`config.mk`:
```
export PLATFORM = sky130hd
export DESIGN_NAME = fetch_stage
export DESIGN_NICKNAME = d
export VERILOG_FILES = /design/src/rtl/fetch_stage.sv
export SDC_FILE = /design/constraint.sdc
export NUM_CORES = 1
export LEC_CHECK = 0
export CORE_MARGIN = 4
export CORE_UTILIZATION = 47
export CTS_CLUSTER_DIAMETER = 200
export DETAILED_ROUTE_END_ITERATION = 12
export GPL_TIMING_DRIVEN = 1
export MAX_ROUTING_LAYER = met4
export PLACE_DENSITY_LB_ADDON = 0.08
export SLEW_MARGIN = 40
export SYNTH_ARGS = -nofsm -noshare
export SYNTH_HDL_FRONTEND = slang
export SYNTH_SLANG_ARGS = --single-unit
export TNS_END_PERCENT = 30
```
`constraint.sdc`:
```
create_clock -name clk -period 6.4 [get_ports clk]
set_input_delay 0.64 -clock clk [delete_from_list [all_inputs] [get_ports clk]]
set_output_delay 0.64 -clock clk [all_outputs]
set_load 0.02 [all_outputs]
```
`src/rtl/fetch_stage.sv`:
```
// fetch_stage: instruction-fetch stage of the 5-stage pipeline.
//
// This module owns the program counter and presents it as a byte address to
// the instruction memory. The memory returns a 32-bit instruction word
// combinationally. That word is captured into the IF/ID register together with
// the unwrapped PC+4 and a valid flag.
//
// Control inputs:
//   - stall (from the hazard unit) holds both the PC and IF/ID.
//   - redirect (from EX) reloads the PC and flushes IF/ID. Redirect has
//     priority over stall.
//
// When the fetched word is the self-loop halt word, fetch freezes.
//
// Ports:
//   clk           rising-edge clock
//   rst           asynchronous reset, active-low (0 = reset)
//   stall         hold PC and IF/ID
//   redirect      taken branch/jump resolved in EX this cycle
//   redirect_pc   branch/jump target byte address
//   imem_addr     byte address to instruction memory (= pc)
//   imem_instr    instruction word for imem_addr (combinational)
//   ifid_instr    IF/ID instruction word
//   ifid_pc4      IF/ID PC+4 of that instruction (unwrapped)
//   ifid_valid    IF/ID holds a real instruction
//   halted        fetch frozen on the halt word
//   misalign_err  sticky flag: a redirect target with nonzero low bits was seen
//   fetch_count   instructions accepted into IF/ID, saturating
module fetch_stage #(
    parameter int          MEM_BYTES = 1024,
    parameter logic [31:0] RESET_PC  = 32'h0,
    parameter logic [31:0] HALT_WORD = 32'hA800FFFF,
    parameter logic [31:0] NOP_WORD  = 32'h00000000
) (
    input  logic        clk,
    input  logic        rst,
    input  logic        stall,
    input  logic        redirect,
    input  logic [31:0] redirect_pc,
    output logic [31:0] imem_addr,
    input  logic [31:0] imem_instr,
    output logic [31:0] ifid_instr,
    output logic [31:0] ifid_pc4,
    output logic        ifid_valid,
    output logic        halted,
    output logic        misalign_err,
    output logic [31:0] fetch_count
);

    localparam logic [31:0] MEM_MASK = 32'(MEM_BYTES - 1);

    typedef enum logic [1:0] {
        ST_BOOT,
        ST_RUN,
        ST_HALT
    } state_t;

    state_t      state_q,       state_d;
    logic [31:0] pc_q,          pc_d;
    logic [31:0] halt_pc_q,     halt_pc_d;
    logic [31:0] ifid_instr_q,  ifid_instr_d;
    logic [31:0] ifid_pc4_q,    ifid_pc4_d;
    logic        ifid_valid_q,  ifid_valid_d;
    logic        halted_q,      halted_d;
    logic        misalign_q,    misalign_d;
    logic [31:0] fetch_count_q, fetch_count_d;

    logic [31:0] pc_plus4;
    logic [31:0] pc_next;
    logic [31:0] redirect_tgt;

    // ifid_pc4 keeps the full unwrapped sum so EX target math is unaffected.
    // Only the next fetch address wraps modulo MEM_BYTES.
    assign pc_plus4     = pc_q + 32'd4;
    assign pc_next      = pc_plus4 & MEM_MASK;
    assign redirect_tgt = {redirect_pc[31:2], 2'b00} & MEM_MASK;

    always_comb begin
        state_d       = state_q;
        pc_d          = pc_q;
        halt_pc_d     = halt_pc_q;
        ifid_instr_d  = ifid_instr_q;
        ifid_pc4_d    = ifid_pc4_q;
        ifid_valid_d  = ifid_valid_q;
        halted_d      = halted_q;
        misalign_d    = misalign_q;
        fetch_count_d = fetch_count_q;

        case (state_q)
            // One dead cycle after reset lets the instruction memory settle.
            ST_BOOT: begin
                ifid_instr_d = NOP_WORD;
                ifid_pc4_d   = 32'd0;
                ifid_valid_d = 1'b0;
                state_d      = ST_RUN;
            end

            ST_RUN: begin
                if (redirect) begin
                    pc_d         = redirect_tgt;
                    ifid_instr_d = NOP_WORD;
                    ifid_pc4_d   = 32'd0;
                    ifid_valid_d = 1'b0;
                    if (redirect_pc[1:0] != 2'b00) begin
                        misalign_d = 1'b1;
                    end
                end else if (!stall) begin
                    ifid_instr_d = imem_instr;
                    ifid_pc4_d   = pc_plus4;
                    ifid_valid_d = 1'b1;
                    pc_d         = pc_next;
                    if (fetch_count_q != 32'hFFFF_FFFF) begin
                        fetch_count_d = fetch_count_q + 32'd1;
                    end
                    // The halt word itself still issues; only the PC freezes on it.
                    if (imem_instr == HALT_WORD) begin
                        state_d   = ST_HALT;
                        halt_pc_d = pc_q;
                        pc_d      = pc_q;
                        halted_d  = 1'b1;
                    end
                end
            end

            ST_HALT: begin
                if (redirect) begin
                    ifid_instr_d = NOP_WORD;
                    ifid_pc4_d   = 32'd0;
                    ifid_valid_d = 1'b0;
                    if (redirect_pc[1:0] != 2'b00) begin
                        misalign_d = 1'b1;
                    end
                    // A redirect back to the halt word is the self-jump resolving.
                    // Any other target means the halt word was fetched on a wrong path.
                    if (redirect_pc != halt_pc_q) begin
                        halted_d = 1'b0;
                        state_d  = ST_RUN;
                        pc_d     = redirect_tgt;
                    end
                end else if (!stall) begin
                    ifid_valid_d = 1'b0;
                end
            end

            default: begin
                state_d = ST_RUN;
            end
        endcase
    end

    always_ff @(posedge clk or negedge rst) begin
        if (!rst) begin
            state_q       <= ST_BOOT;
            pc_q          <= RESET_PC;
            halt_pc_q     <= RESET_PC;
            ifid_instr_q  <= NOP_WORD;
            ifid_pc4_q    <= 32'd0;
            ifid_valid_q  <= 1'b0;
            halted_q      <= 1'b0;
            misalign_q    <= 1'b0;
            fetch_count_q <= 32'd0;
        end else begin
            state_q       <= state_d;
            pc_q          <= pc_d;
            halt_pc_q     <= halt_pc_d;
            ifid_instr_q  <= ifid_instr_d;
            ifid_pc4_q    <= ifid_pc4_d;
            ifid_valid_q  <= ifid_valid_d;
            halted_q      <= halted_d;
            misalign_q    <= misalign_d;
            fetch_count_q <= fetch_count_d;
        end
    end

    assign imem_addr    = pc_q;
    assign ifid_instr   = ifid_instr_q;
    assign ifid_pc4     = ifid_pc4_q;
    assign ifid_valid   = ifid_valid_q;
    assign halted       = halted_q;
    assign misalign_err = misalign_q;
    assign fetch_count  = fetch_count_q;

endmodule
```
* Word-level counts from Yosys, hierarchy flattened
Cells that the tools add are included.
** Operators by class
- $add $sub $neg :: 2
- Equal/unequal tests :: 13
- Muxes and demuxes :: 30
- Bitwise logic cells :: 2
- Reduce and logical (&&, ||, !) cells :: 13
** Operators with widths (count)
- 2-to-1 mux 32 bit :: 10
- one-hot mux 32 bit (3 select lines) :: 2
- one-hot mux 32 bit (2 select lines) :: 1
- adder 32 x 1 -> 32 bit, second input constant :: 1
- adder 32 x 3 -> 32 bit, second input constant :: 1
- == test 32 bit, second input constant :: 1
- != test 32 bit :: 1
- != test 32 bit, second input constant :: 1
- 2-to-1 mux 2 bit :: 5
- != test 2 bit, second input constant :: 5
- AND reduction 5 bit :: 2
- 2-to-1 mux 1 bit :: 9
- != test 3 bit, second input constant :: 3
- AND reduction 3 bit :: 3
- AND reduction 4 bit :: 2
- AND reduction 6 bit :: 1
- one-hot mux 2 bit (2 select lines) :: 1
- nonzero test 2 bit :: 2
- one-hot mux 1 bit (3 select lines) :: 1
- nonzero test 3 bit :: 1
- == test 2 x 1 -> 1 bit, second input constant :: 1
- == test 2 bit, second input constant :: 1
- logical NOT 2 bit :: 1
- NOT 1 bit :: 2
- other kinds (2) :: 2
** Word-level totals
- Flip-flop bits (word level) :: 165
- Input bits :: 68
- Output and inout port bits :: 131
- Logic and storage cells :: 69

* Depth between registers and ports, before layout
Gate-level depths: netlist of the first run.
- Depth in word-level cells :: 5
- Mapped depth :: 10
- Mapped depth without buffers :: 8

* Worst setup path before layout of the first run
OpenSTA, ideal clock, no wires.
- Path kind :: input to register
- From :: input redirect_pc[10]
- To :: register pc_q[2] (netlist: imem_addr[2])
- Setup time :: 121 ps
- Arrival time :: 1940 ps
- Data required time :: 6279 ps
- Path slack :: 4339 ps
- Cell stages on the path :: 6
- Path buffers :: 1
- Path through :: nor4_1 > nand4_1 > nor4_4 > a211oi_1 > buf_4 > a22o_1
** Between the ends
- Word-level cells in the longest chain between the ends :: 3
** RTL lines
- start: declaration :: RTL line 39 : input logic [31:0] redirect_pc,
- != test 32 bit :: RTL line 135 : if (redirect_pc != halt_pc_q) begin
- != test 2 bit (no source line)
- AND reduction 5 bit (no source line)
- end signal: assignment :: RTL line 164 : pc_q <= pc_d;
- end: declaration :: RTL line 59 : logic [31:0] pc_q, pc_d;
No other way between the ends.
A chain may end at the register's enable or synchronous reset.

* Worst setup path in the final report of the first run
- From :: input imem_instr[0]
- To :: register halt_pc_q[3]
** Between the ends
- Word-level cells in the longest chain between the ends :: 2
** RTL lines
- start: declaration :: RTL line 41 : input logic [31:0] imem_instr,
- == test 32 bit :: RTL line 116 : if (imem_instr == HALT_WORD) begin
- AND reduction 4 bit (no source line)
- end signal: assignment :: RTL line 165 : halt_pc_q <= halt_pc_d;
- end: declaration :: RTL line 60 : logic [31:0] halt_pc_q, halt_pc_d;
No other way between the ends.

==> impl_metrics.json, run 1 <==
{
  "status": "finished clean",
  "drt-total-wl_um": 11600,
  "layout_commonest_cell": "clkdlybuf4s50_1",
  "die_w_um": 109,
  "min_period_over_period_pct": 42.7,
  "htreeDepth": 3,
  "detailed_place_hpwl_um": 8700,
  "wire_per_inst_um": 15.9,
  "fin_skew_ns": 0.0107,
  "yosysUniqueCellTypes": 46,
  "hold_viol_final": 0,
  "drive_gt1_share_pct": 7.38,
  "post_cts_buffers": 0,
  "drtPass1Iterations": 5,
  "root_buffer": "clkbuf_8",
  "stdcell_area_um2": 6460,
  "setup_tns_ns": 0,
  "tightest_slew_ns": 0.757,
  "nFillCells": 795,
  "critPathSlowestCell": "nor4_1",
  "ys_seq_area_share_pct": 49.9,
  "die_y_um": 109,
  "cp.required_ns": 6.63,
  "critPathCaptureType": "flop",
  "cp_top_family": "simple AND/OR/NAND/NOR gates",
  "hold_class": "primary input to asynchronous set/reset pin",
  "multi_input_area_um2": 2110,
  "final_cell_mix": "clkdlybuf4s50_1 (152), dfrtp_1 (95), conb_1 (45)",
  "rr_endpoint": "imem_addr[2]$_DFFE_PN0P_",
  "cts_resized": 0,
  "yosysWarnings": 0,
  "grt_pass1_vias": 3574,
  "start_util_pct": 48.5,
  "clock.fmax_mhz": 366,
  "vias": 3693,
  "syn2layout_area_growth_pct": 35.8,
  "clockBufferDepth": 2,
  "netlist_area_um2": 4760,
  "io_buffers": 153,
  "viasPerCell": 5.07,
  "ant_nets": 0,
  "p_leak_nw": 2.83,
  "syn_avg_cell_area_um2": 10.8,
  "antennaDiodeCount": 0,
  "ff2ff_path_depth": 8,
  "peakVddDrop_mv": 0.162,
  "crit_buf_inv": 1,
  "drv_slew": 0,
  "cp-endpoint": "halt_pc_q[3]$_DFFE_PN0P_",
  "setup_viol": 0,
  "grt_overflow_total": 0,
  "cp_common_cell": "nand4_1",
  "postPlaceCellArea_um2": 6250,
  "maxCapViolCount": 0,
  "io_pins": 199,
  "crit_start": "imem_instr[0]",
  "grt_max_degree": 53,
  "synth_edf_count": 0,
  "rows": 36,
  "rsz0062_at_grt": "no",
  "core-area_um2": 9820,
  "grt_pass1_wl_um": 18100,
  "max_slew_margin_pct": 49.1,
  "regArea_um2": 2380,
  "globalplace.congestion": 0.849,
  "rrSetupSlack_ns": 4.05,
  "cts.reportedPaths.clkPinSlew_ns": 0.09,
  "drtIter0Drc": 136,
  "tritoncts": "built",
  "dieArea_um2": 11800,
  "pre_cts_slack_ns": 3.32,
  "synth_flop_cell": "dfrtp_1",
  "cts.sinks": 95,
  "synth-seq-cells": 95,
  "power_density_nw_per_um2": 252,
  "fin_ws_ns": 3.67,
  "r2r-start": "state_q[0]$_DFFE_PN0P_",
  "path_depth": 5,
  "antenna_found_initial": 0,
  "nets": 664,
  "cts_buffers": 9,
  "path_cells": "clkdlybuf4s50_1, nand4_1, nor4_1, nand4_1, mux2_2",
  "drc": 0,
  "cp_max_fo": 8,
  "syn_inst": 439,
  "layout_min_cycle_time_ns": 2.73,
  "start_kind": "primary input",
  "holdBufCountCts": 0,
  "async_flop_share_pct": 100,
  "grt.total_usage_pct": 20.0,
  "worstSkewPairLatency_ns": 0.34,
  "max_stage_delay_ns": 0.69,
  "arrival_ns": 2.96,
  "path_class": "primary input to flop"
}
[final cells by class]
type	count	share of cell area [%]
flip-flops and latches	95	36.8
multi-input cells	317	32.6
clock buffers	11	2.03
well taps	133	2.58
clock inverters	5	1.26
repair buffers	157	24.1
inverters	11	0.639
[cells in the mapped netlist (4+ instances only)]
cell type / instances / share of area (%)
ha_1: 5 / 1.3
mux2_2: 9 / 2.1
dfrtp_1: 95 / 50
xnor2_1: 30 / 5.5
buf_4: 48 / 7.6
nor4_1: 10 / 1.3
xor2_1: 15 / 2.8
clkbuf_1: 11 / 0.87
and3_1: 5 / 0.66
nand4_1: 20 / 2.6
a2bb2oi_1: 4 / 0.74
nand3_1: 18 / 1.9
a21oi_1: 13 / 1.4
inv_1: 11 / 0.87
nand2_1: 31 / 2.4
nor2_1: 28 / 2.2
a22o_1: 34 / 6.3
o21ai_0: 12 / 1.3
[metrics by stage]
stage               hold WS (ns)  instances  util [%]  total power [mW]
floorplan                  0.344        483         -              1.01
global placement           0.450        713      63.6              1.22
detailed placement         0.456        713      63.6              1.22
CTS                        0.284        729      65.8              1.65
global route               0.295        729      65.8              1.72
finish                     0.272        729      65.8              1.63
[flip-flops by register name, indices dropped and copies added, names as in the netlist, 2 cells and up]
signal       cells
imem_addr        8
ifid_instr      32
fetch_count     32
halt_pc_q        8
ifid_pc4        10
state_q          2
[power breakdown]
group	internal, mW	switching [mW]
sequential	0.662	0.0826
combinational	0.224	0.241
clock	0.221	0.198
[per-layer routing]
metal  part of all wire [%]  global-route usage [%]  vias up  wire length, um
met4                   0.63                    5.41        0               73
met5                      0                       -        -                0
li1                       -                       -     1777                -
met1                     42                    25.5     1774             4810
met3                    6.6                    3.73        6              769
met2                     51                    33.1      136             5920
[worst min-delay path by stage]
stage | depth (start not counted) | to | startpoint | slack (ns)
after floorplan | 0 | fetch_count[0]$_DFFE_PN0P_ | rst | 0.34
after global placement | 2 | ifid_pc4[10]$_DFFE_PN0P_ | ifid_pc4[10]$_DFFE_PN0P_ | 0.45
after detailed placement | 2 | ifid_pc4[10]$_DFFE_PN0P_ | ifid_pc4[10]$_DFFE_PN0P_ | 0.46
after CTS | 1 | ifid_instr[2]$_DFFE_PN0P_ | rst | 0.28
after global routing | 1 | ifid_instr[2]$_DFFE_PN0P_ | rst | 0.30
final | 1 | ifid_instr[2]$_DFFE_PN0P_ | rst | 0.27
[kinds of logic (layout without fill, tap and decap cells)]
| kind of cell | count (synthesis) | count (layout) | share of synthesized area (%) |
|---|---|---|---|
| other cells | 1 | 45 | 0.0788 |
| simple gates | 137 | 137 | 16.6 |
| flops | 95 | 95 | 49.9 |
| mux | 10 | 10 | 2.34 |
| xor+xnor | 45 | 45 | 8.28 |
| fa+ha+maj | 5 | 5 | 1.31 |
| compound gates | 75 | 75 | 11.9 |
| buf+inv | 71 | 184 | 9.54 |
(Power assumes the default switching activity.)
==> run 2, diff against run 1 <==
--- a/config.mk
+++ b/config.mk
@@ -6,7 +6,7 @@
 export NUM_CORES = 1
 export LEC_CHECK = 0
 export CORE_MARGIN = 4
-export CORE_UTILIZATION = 47
+export CORE_UTILIZATION = 39
 export CTS_CLUSTER_DIAMETER = 200
 export DETAILED_ROUTE_END_ITERATION = 12
 export GPL_TIMING_DRIVEN = 1
==> constraint.sdc (replaced) <==
create_clock -name clk -period 2.4 [get_ports clk]
set_input_delay 0.24 -clock clk [delete_from_list [all_inputs] [get_ports clk]]
set_output_delay 0.24 -clock clk [all_outputs]
set_load 0.02 [all_outputs]
==> run 2 against run 1 <==
- register-to-register slack worse by 3.8 ns
- die area up 19%
- combinational power rose to 2.7 times the previous value
- non-clock buffer count up 9
- via count about the same
- utilization down 10 points
- clock power rose to 3.5 times the previous value
- critical path depth up 4
==> impl_metrics.json, run 2 (synthesis results as in run 1) <==
{
  "drive_gt1_share_pct": 8.26,
  "drtPass1Iterations": 4,
  "fin_ws_ns": 0.290,
  "start_util_pct": 39.8,
  "p_clk_share_pct": 30.9,
  "maxCapViolCount": 0,
  "cts.reportedPaths.clkPinSlew_ns": 0.07,
  "nets": 673,
  "cp.required_ns": 2.66,
  "hold_class": "primary input to asynchronous set/reset pin",
  "grt_pass1_vias": 3647,
  "htreeDepth": 3,
  "grt_overflow_total": 0,
  "path_class": "flop to flop",
  "globalplace.congestion": 0.824,
  "arrival_ns": 2.37,
  "dp_cells": 735,
  "stdcell_count": 752,
  "layout_commonest_cell": "clkdlybuf4s50_1",
  "cp_max_fo": 16,
  "layout_min_cycle_time_ns": 2.11,
  "p_int_mw": 3.25,
  "clockBufferDepth": 2,
  "rows": 40,
  "die_w_um": 118,
  "grt_max_degree": 43,
  "fin_skew_ns": 0.00659,
  "io_buffers": 153,
  "worstSkewPairLatency_ns": 0.34,
  "start_kind": "flop",
  "drc": 0,
  "grt.total_usage_pct": 17.4,
  "cts.sinks": 95,
  "cts_resized": 0,
  "critPathCaptureType": "flop",
  "rsz0062_at_grt": "no",
  "tritoncts": "built",
  "grt_pass1_wl_um": 19300,
  "syn2layout_area_growth_pct": 40.0,
  "drv_slew": 0,
  "hold_viol_final": 0,
  "drt-total-wl_um": 11800,
  "clock.fmax_mhz": 474,
  "seqPwrFrac_pct": 42.5,
  "share_comb_of_total_power_pct": 26.6,
  "ant_nets": 0,
  "detailed_place_hpwl_um": 8950,
  "antenna_found_initial": 0,
  "cts_buffers": 9,
  "setup_viol": 0,
  "root_buffer": "clkbuf_16",
  "pre_cts_slack_ns": 0.140,
  "p_sw_share_pct": 30.7,
  "dieArea_um2": 14000,
  "peakVddDrop_mv": 0.352,
  "viasPerCell": 4.91,
  "drtIter0Drc": 210,
  "status": "finished clean",
  "holdBufCountCts": 1,
  "p_leak_nw": 2.93,
  "io_pins": 199,
  "power_density_nw_per_um2": 703,
  "vias": 3695,
  "antennaDiodeCount": 0,
  "core-area_um2": 12000,
  "die_y_um": 118,
  "min_period_over_period_pct": 87.9,
  "post_cts_buffers": 0,
  "final_cell_mix": "clkdlybuf4s50_1 (152), dfrtp_1 (95), conb_1 (45)",
  "wire_per_inst_um": 15.8,
  "setup_tns_ns": 0,
  "power.net_switching_mw": 1.44
}
## run 2: cell count changes in the layout (fill, tap and decap cells not counted), sizes merged
| cell | change |
|---|---|
| bufinv | -1 |
| dlygate4sd3 | +1 |
| buf | +8 |
| clkbuf | +3 |
| inv | -1 |
| clkinvlp | -1 |
## run 2: metal layers
layer	track usage [%]	up-vias	part of all wire (%)
li1	-	1793	-
met1	23.0	1796	46
met2	26.9	95	48
met3	3.68	11	4.8
met4	5.43	0	1.3
met5	-	-	0
## run 2: critical path, cell delays in order (launching register included)
cell	delay, ns
dfrtp_1	0.40
inv_1	0.08
ha_1	0.25
nor2b_1	0.20
nand2_1	0.16
a31oi_4	0.22
buf_4	0.24
nand3_1	0.17
nor2_1	0.15
xor2_1	0.16
## run 2: stage by stage
| stage | hold slack, ns | instance area [um2] | util [%] | total power, mW |
|---|---|---|---|---|
| detailed placement | 0.214 | 6350 | 53.1 | 3.28 |
| CTS | 0.394 | 6660 | 55.7 | 4.74 |
| floorplan | -0.0556 | 4920 | - | 2.70 |
| finish | 0.380 | 6660 | 55.7 | 4.68 |
| global placement | 0.212 | 6350 | 53.1 | 3.27 |
| global route | 0.422 | 6660 | 55.7 | 4.92 |
## run 2: final cells by class
class / instances / area [um2]
clock buffer: 14 / 264
inverter: 11 / 41.3
multi-input combinational: 317 / 2100
clock inverter: 2 / 38.8
fill: 1070 / 5300
tap: 147 / 184
timing repair buffer: 166 / 1650
sequential: 95 / 2380
## run 2: worst paths after layout
kind,startpoint,to,slack (ns),cells after the start
min reg2reg,misalign_err$_DFFE_PN0P_,misalign_err$_DFFE_PN0P_,0.48,1
min,rst,ifid_instr[1]$_DFFE_PN0P_,0.38,2
max,state_q[1]$_DFFE_PN0P_,fetch_count[10]$_DFFE_PN0P_,0.29,9
max in group asynchronous,rst,state_q[1]$_DFFE_PN0P_,1.35,3
min in group clk,misalign_err$_DFFE_PN0P_,misalign_err$_DFFE_PN0P_,0.48,1
max reg2reg,state_q[1]$_DFFE_PN0P_,fetch_count[10]$_DFFE_PN0P_,0.29,9
## run 2: power groups by stage
stage / registers, mW / logic (mW) / clock network, mW
2_1_floorplan: 2.17 / 0.529 / 0
3_3_place_gp: 2.01 / 1.26 / 0
3_5_place_dp: 2.02 / 1.26 / 0
4_1_cts: 1.99 / 1.26 / 1.49
5_1_grt: 2.02 / 1.34 / 1.55
6_report: 1.99 / 1.25 / 1.45
==> run 3, diff against run 2 <==
--- a/config.mk
+++ b/config.mk
@@ -5,6 +5,7 @@
 export SDC_FILE = /design/constraint.sdc
 export NUM_CORES = 1
 export LEC_CHECK = 0
+export CORE_ASPECT_RATIO = 0.8
 export CORE_MARGIN = 4
 export CORE_UTILIZATION = 39
 export CTS_CLUSTER_DIAMETER = 200
==> constraint.sdc (replaced) <==
create_clock -name clk -period 2.4 [get_ports clk]
set_input_delay 0.24 -clock clk [delete_from_list [all_inputs] [get_ports clk]]
set_output_delay 0.24 -clock clk [all_outputs]
set_load 0.1 [all_outputs]
==> run 3 against run 2 <==
- total power up 25%
- setup slack worse by 0.053 ns
- global-route usage about the same
- critical path type unchanged
- critical endpoint is now fetch_count[1]$_DFFE_PN0P_
==> impl_metrics.json, run 3 (synthesis results as in run 1) <==
{
  "cp.required_ns": 2.63,
  "drtIter0Drc": 126,
  "grt_max_degree": 57,
  "drive_gt1_share_pct": 25.4,
  "antennaDiodeCount": 0,
  "nets": 675,
  "viasPerCell": 4.90,
  "syn2layout_area_growth_pct": 35.8,
  "hold_class": "primary input to asynchronous set/reset pin",
  "maxCapViolCount": 0,
  "globalplace.congestion": 0.838,
  "critPathCaptureType": "flop",
  "nFillCells": 1072,
  "start_util_pct": 40.6,
  "hold_viol_final": 0,
  "grt_pass1_vias": 3612,
  "fin_skew_ns": 0.00505,
  "ant_nets": 0,
  "cts.reportedPaths.clkPinSlew_ns": 0.07,
  "arrival_ns": 2.39,
  "vias": 3702,
  "clock.fmax_mhz": 462,
  "io_buffers": 153,
  "dieArea_um2": 14000,
  "rsz0062_at_grt": "no",
  "min_period_over_period_pct": 90.1,
  "wire_per_inst_um": 15.9,
  "rows": 35,
  "root_buffer": "clkbuf_16",
  "setup_viol": 0,
  "post_cts_buffers": 0,
  "layout_commonest_cell": "buf_4",
  "regArea_um2": 2390,
  "drtPass1Iterations": 4,
  "power_density_nw_per_um2": 903,
  "htreeDepth": 3,
  "detailed_place_hpwl_um": 9020,
  "crit_start": "state_q[1]$_DFFE_PN0P_",
  "p_total_mw": 5.84,
  "r2r-start": "state_q[1]$_DFFE_PN0P_",
  "grt_pass1_wl_um": 19300,
  "tritoncts": "built",
  "drt-total-wl_um": 12000,
  "drc": 0,
  "path_class": "flop to flop",
  "peakVddDrop_mv": 0.759,
  "final_cell_mix": "buf_4 (99), dfrtp_1 (82), clkdlybuf4s50_1 (66)",
  "layout_min_cycle_time_ns": 2.16,
  "grt.total_usage_pct": 17.4,
  "start_kind": "flop",
  "clockBufferDepth": 2,
  "cp_max_fo": 11,
  "antenna_found_initial": 0,
  "cts_buffers": 9,
  "grt_overflow_total": 0,
  "io_pins": 199,
  "status": "finished clean",
  "cts.sinks": 95,
  "die_w_um": 132,
  "p_leak_nw": 3.05,
  "die_y_um": 107,
  "core-area_um2": 11700,
  "drv_slew": 0,
  "multi_input_area_um2": 2100,
  "worstSkewPairLatency_ns": 0.34,
  "setup_tns_ns": 0
}
## run 3: timing repair
action	4_1_cts	5_1_grt
hold buffers	1	0
resized for setup	0	0
hold endpoints to repair	55	0
## run 3: where the power goes
part	leakage, nW	internal, mW	total [mW]	switching (mW)
Sequential	1.23	1.78	2.00	0.224
Combinational	1.69	0.547	2.49	1.94
Clock	0.142	0.757	1.35	0.591
## run 3: path summary, 6_finish.rpt
kind	end	slack, ns	cells after the start
min reg2reg	ifid_pc4[10]$_DFFE_PN0P_	0.47	2
min	ifid_instr[25]$_DFFE_PN0P_	0.30	2
max in group asynchronous	fetch_count[7]$_DFFE_PN0P_	1.61	3
max	fetch_count[1]$_DFFE_PN0P_	0.24	7
min in group clk	ifid_pc4[10]$_DFFE_PN0P_	0.47	2
max reg2reg	fetch_count[1]$_DFFE_PN0P_	0.24	7
## run 3: per-layer routing
metal / share of wire, % / vias up / global-route usage, % / routed length, um
met1: 47 / 1769 / 24.2 / 5680
met4: 1.0 / 0 / 4.35 / 121
met5: 0 / - / - / 0
li1: - / 1797 / - / -
met2: 46 / 126 / 25.6 / 5470
met3: 5.9 / 10 / 4.41 / 705
## run 3: layout make-up
cell class,instances,area share (%)
Clock buffer,11,3.91
Clock inverter,5,0.484
Inverter,11,0.639
Multi-Input combinational cell,317,32.6
Sequential cell,95,37.0
Tap cell,148,2.87
Timing Repair Buffer,168,22.5
## run 3: worst max-delay path, cell delays in order (launching register included)
cell	delay, ns
dfrtp_1	0.40
inv_1	0.08
ha_1	0.29
nor2b_1	0.20
nand2_1	0.18
a31oi_4	0.31
buf_4	0.24
mux2_2	0.34
## run 3: per-stage QoR
stage,hold WS [ns],worst slack (ns),utilization (%),cell area [um2],std cells
6_report,0.304,0.237,55.1,6460,755
5_1_grt,0.320,0.0329,55.1,6460,755
4_1_cts,0.479,0.225,54.9,6440,754
3_5_place_dp,0.347,0.179,52.4,6150,737
3_3_place_gp,0.351,0.211,52.4,6150,737
2_1_floorplan,-0.0556,0.0107,-,4940,483
==> patch 1, RTL diff (config.mk and constraints of run 2) <==
Make the reset (`rst`) synchronous in one clocked block. Comments in the files are not updated.
--- a/src/rtl/fetch_stage.sv
+++ b/src/rtl/fetch_stage.sv
@@ -149,5 +149,5 @@
     end
 
-    always_ff @(posedge clk or negedge rst) begin
+    always_ff @(posedge clk) begin
         if (!rst) begin
             state_q       <= ST_BOOT;
Formal check against the unedited RTL: differs if rst is asserted again (counterexample within 4 cycles, from zero or initial values and one cycle with rst low); with rst held inactive, the same outputs for 4 cycles.
==> patch 1 against run 2 <==
Cell area is 0.47% lower. Highest routed layer unchanged. Utilization is 1.9 points higher. Wire length is 12% higher. Critical path depth is 1 lower. Via count is 17% higher. Setup slack worse by 0.096 ns. First-iteration DRC count is 30% higher. Sequential cell count stayed put. Critical path type unchanged. Sequential share of layout area is 7.0 points lower. Area after synthesis is 2.8% lower.
Power is not compared: it rests on default switching activity, and its combinational part moved more than twofold at a synthesized area within 25%.
==> patch 1: results (changes against run 2) <==
CTS
The count of instances resized after the clock tree is built is 0 (unchanged). The buffer depth of the longest clock path came to 2 (unchanged). The H-tree depth is 3 (unchanged). After clock tree synthesis, the clock-pin slew on the worst setup and hold paths is 0.06 ns. The number of buffers added for setup after CTS was 0 (unchanged).

The total clock buffers created by CTS is 9 (unchanged). The cell at the root of the clock tree is clkbuf_16. The later-pin clock latency in the skew report is 0.35 ns.

Cells and area
The antenna diode count came to 0 (unchanged). The final net count was 768 (+14%). The number of fill cells in the layout came to 1,056 (-1.3%).

The share of layout cells above drive strength 1 is 7.71% (-0.55 points).

Placed design
The global placement routability congestion is 0.816 (-0.92%). The post-placement cell count is 827 (+13%). The number of I/O port buffers came to 153 (unchanged).

The total half-perimeter wirelength after legalization and detailed placement came to 9940 microns (+11%). The area of placed instances was 6270 sq um (-1.3%).

Route
The post-detailed-routing wire length is 13,300 microns (+12%). The number of design-rule violations left by the first detailed-router iteration came to 273 (+30%). The length of the first detailed-routing pass in iterations is 4 (unchanged). The routed length per instance is 15.7 microns (about the same). The detail-routed via count per cell was 5.12 (+4.1%).

Hold path
The kind of path behind the tightest hold check is reg2reg.

Synth
The share of synthesized area occupied by flip-flops and latches was 41.1% (-8.8 points). The number of enable flip-flop cells after synthesis is 0 (unchanged). Counting instances in the post-synthesis netlist gives the leading cell types as dfxtp_1 (95), nor2_1 (85), buf_4 (47), a22oi_1 (39), nand2_1 (29).

The number of warnings printed during yosys synthesis is 0 (unchanged). The number of distinct library cell variants in the gate-level netlist after synthesis is 52 (+13%). The cell count after synthesis is 535 (+22%). After synthesis, the cell types taking the most area are dfxtp_1 (41%), buf_4 (7.6%), nor2_1 (6.9%), a22oi_1 (6.3%), xnor2_1 (4.9%).

The proportion of register bits with asynchronous set or reset after synthesis is 0% (-100 points).

Global routing
The number of global-route vias before repair is 4,268 (+17%). The overall fraction of global-route tracks in use was 20.0% (+2.6 points). The maximum number of pins on one net before global-route repair was 44 (+2.3%).

The global-route wire length before repair is 20,900 microns (+8.3%). The initial antenna violation count was 0 (unchanged).

Worst setup path
The peak fanout along the critical path is 5 (-11). The critical path data arrival time came to 2.43 ns (+0.06 ns). The critical path endpoint category is a flop.

Run status
The flow ran to the end, and the final reports show no timing, DRC or antenna violations.

Pwr
The analysis attributes to cell leakage a power of 2.47 nW. The highest ir drop seen on vdd is 402 uV.

Timing
The setup clock skew after layout was 0.00444 ns (-0.00215 ns).
-- patch 1: layout make-up --
type	count	area, sq um	area share, %
inverters	9	33.8	0.509
well taps	143	179	2.70
clock inverters	6	133	2.00
clock buffers	10	229	3.45
flip-flops and latches	95	1900	28.7
repair buffers	176	1740	26.3
multi-input cells	404	2410	36.4
-- patch 1: path summary, 6_finish.rpt --
| check | from | end | slack, ns | depth (start not counted) |
|---|---|---|---|---|
| worst max-delay path | fetch_count[0] | fetch_count[16] | 0.19 | 8 |
| worst min-delay path | ifid_instr[21] | ifid_instr[21] | 0.50 | 2 |
| worst max register to register | fetch_count[0] | fetch_count[16] | 0.19 | 8 |
| worst min register to register | ifid_instr[21] | ifid_instr[21] | 0.50 | 2 |
-- patch 1: kinds of logic after synthesis --
group | share of synthesized area, %
fa+ha+maj | 1.35
buf+inv | 10.4
compound gates | 14.2
simple gates | 23.5
flops | 41.1
xor+xnor | 6.06
mux | 3.25
other cells | 0.0811
-- patch 1: worst max-delay path, stage by stage (launching register included) --
cell and delay (ns):
dfxtp_1 0.43, ha_1 0.23, nand4_1 0.18, buf_4 0.20, or3_1 0.39, nor3_1 0.32, nand3_1 0.15, xor2_1 0.15
nor2_1 0.05
-- patch 1: layer usage --
layer	up-vias	GRT usage (%)	routed length (microns)
li1	2133	-	-
met4	0	6.96	244
met3	20	5.91	860
met1	2030	23.1	5690
met2	131	33.1	6480
met5	-	-	0
-- patch 1: stage by stage --
step	setup WS (ns)	power (mW)	utilization, %
floorplan	0.308	1.94	-
global placement	0.176	2.11	54.4
detailed placement	0.151	2.11	54.4
CTS	0.183	3.86	57.6
global route	0.00491	3.96	57.6
finish	0.194	3.82	57.6
-- patch 1: where the power goes --
part,switching (mW),internal [mW],total (mW)
Sequential,0.0312,1.60,1.63
Combinational,0.239,0.208,0.447
Clock,0.615,1.12,1.74
Total,0.885,2.93,3.82
==> patch 2, RTL diff (flow settings as in run 2) <==
Without the edit above. The parameter `HALT_WORD` goes from 32'hA800FFFF to 32'h80000000.
--- a/src/rtl/fetch_stage.sv
+++ b/src/rtl/fetch_stage.sv
@@ -30,5 +30,5 @@
     parameter int          MEM_BYTES = 1024,
     parameter logic [31:0] RESET_PC  = 32'h0,
-    parameter logic [31:0] HALT_WORD = 32'hA800FFFF,
+    parameter logic [31:0] HALT_WORD = 32'h80000000,
     parameter logic [31:0] NOP_WORD  = 32'h00000000
 ) (
Formal check against the unedited RTL: not equivalent (a bounded check fails within 4 cycles, from zero or initial values and one cycle with rst low).
==> patch 2 against run 2 <==
Utilization up 1.6 points. Power down 6.5%. Area after synthesis down 0.95%. Combinational power down 29%. Sequential cell count did not move. Setup slack lost 0.12 ns. Die area shrank 0.88%. Worst hold slack better by 0.051 ns. Cell area hardly changed. Synthesized cell count grew 0.23%. Wire length increased by 2.4%. Largest cell class unchanged.
==> patch 2: results (changes against run 2) <==
Cells and area
The final design instance area without fill is 6660 sq um (about the same). The number of multi-input logic gates came to 315 (-0.63%). The clock tree cell share of total cell area is 5.17% (+0.62 points). The register fraction of the total cell area is 35.7% (about the same). The share of layout cells above drive strength 1 came to 8.76% (+0.50 points). The multi-input gate share of the layout cell area is 31.0% (-0.55 points).

The number of non-clock buffers is 167 (+0.60%). The number of fill cells in the layout was 1,045 (-2.3%). The number of non-clock inverters is 12 (+1).

Route
The routed length on met1 came to 5700 microns (+4.4%). The length of the first detailed-routing pass in iterations is 6 (+2). The number of design-rule violations left by the first detailed-router iteration was 229 (+9.0%).

Synth
The complex-gate fraction of the synthesized area is 11.8% (-0.18 points). The fraction of the mapped netlist area in adder cells came to 1.33% (+0.013 points). In the synthesized netlist, the cells that appear most often are dfrtp_1 (95), buf_4 (46), a22o_1 (38), nand2_1 (33), xor2_1 (24). The number of distinct library cell variants in the gate-level netlist after synthesis is 48 (+4.3%). The cell count after synthesis is 440 (+0.23%).

Global routing
The fraction of met3 tracks used by global routing is 5.33% (+1.6 points). The overall fraction of global-route tracks in use is 18.2% (+0.86 points). The number of global-route vias before repair is 3,803 (+4.3%).

Pwr
The highest ir drop seen on vdd was 357 uV (+1.5%). The switching power share of the total came to 27.3% (-3.4 points).

Timing
The setup clock skew after layout is 0.00630 ns (-0.000298 ns). The worst path setup slack after routing is 0.168 ns (-0.122 ns).

Worst setup path
The critical path data arrival time was 2.46 ns (+0.09 ns). The peak fanout along the critical path is 4 (-12).

Floorplanning
The row count is 39 (-2.5%).

Placed design
The post-placement cell count is 731 (-0.54%). The area of placed instances is 6290 sq um (-0.89%). The global placement routability congestion was 0.809 (-1.9%).

Run status
The run finished with clean final reports.
## patch 2: changes by cell type after synthesis, moves of 8 or more
cell            run 2  this run
xnor2_1            30        21
a21oi_1            13         4
nor4_1             10        18
nand4_1            20         7
nor3_1              3        11
xor2_1             15        24
## patch 2: worst min-delay path by stage
stage	endpoint	slack, ns	cells after the start
after CTS	ifid_instr[6]	0.44	2
after global placement	ifid_instr[7]	0.25	1
final	ifid_instr[7]	0.43	2
after floorplan	fetch_count[0]	-0.06	0
after global routing	ifid_instr[6]	0.48	2
after detailed placement	ifid_instr[7]	0.27	1
## patch 2: power by group through the flow
stage,clock network (mW),registers (mW),logic (mW)
floorplan,0,2.00,0.347
global placement,0,1.89,0.893
detailed placement,0,1.89,0.895
CTS,1.66,1.87,0.900
global route,1.73,1.89,0.956
finish,1.62,1.87,0.890
## patch 2: what timing repair did
action / in CTS / in global routing
hold buffers: 1 / 0
gates resized for setup: 0 / 2
hold endpoints to repair: 39 / 0
endpoints found under the setup margin: 0 / 2
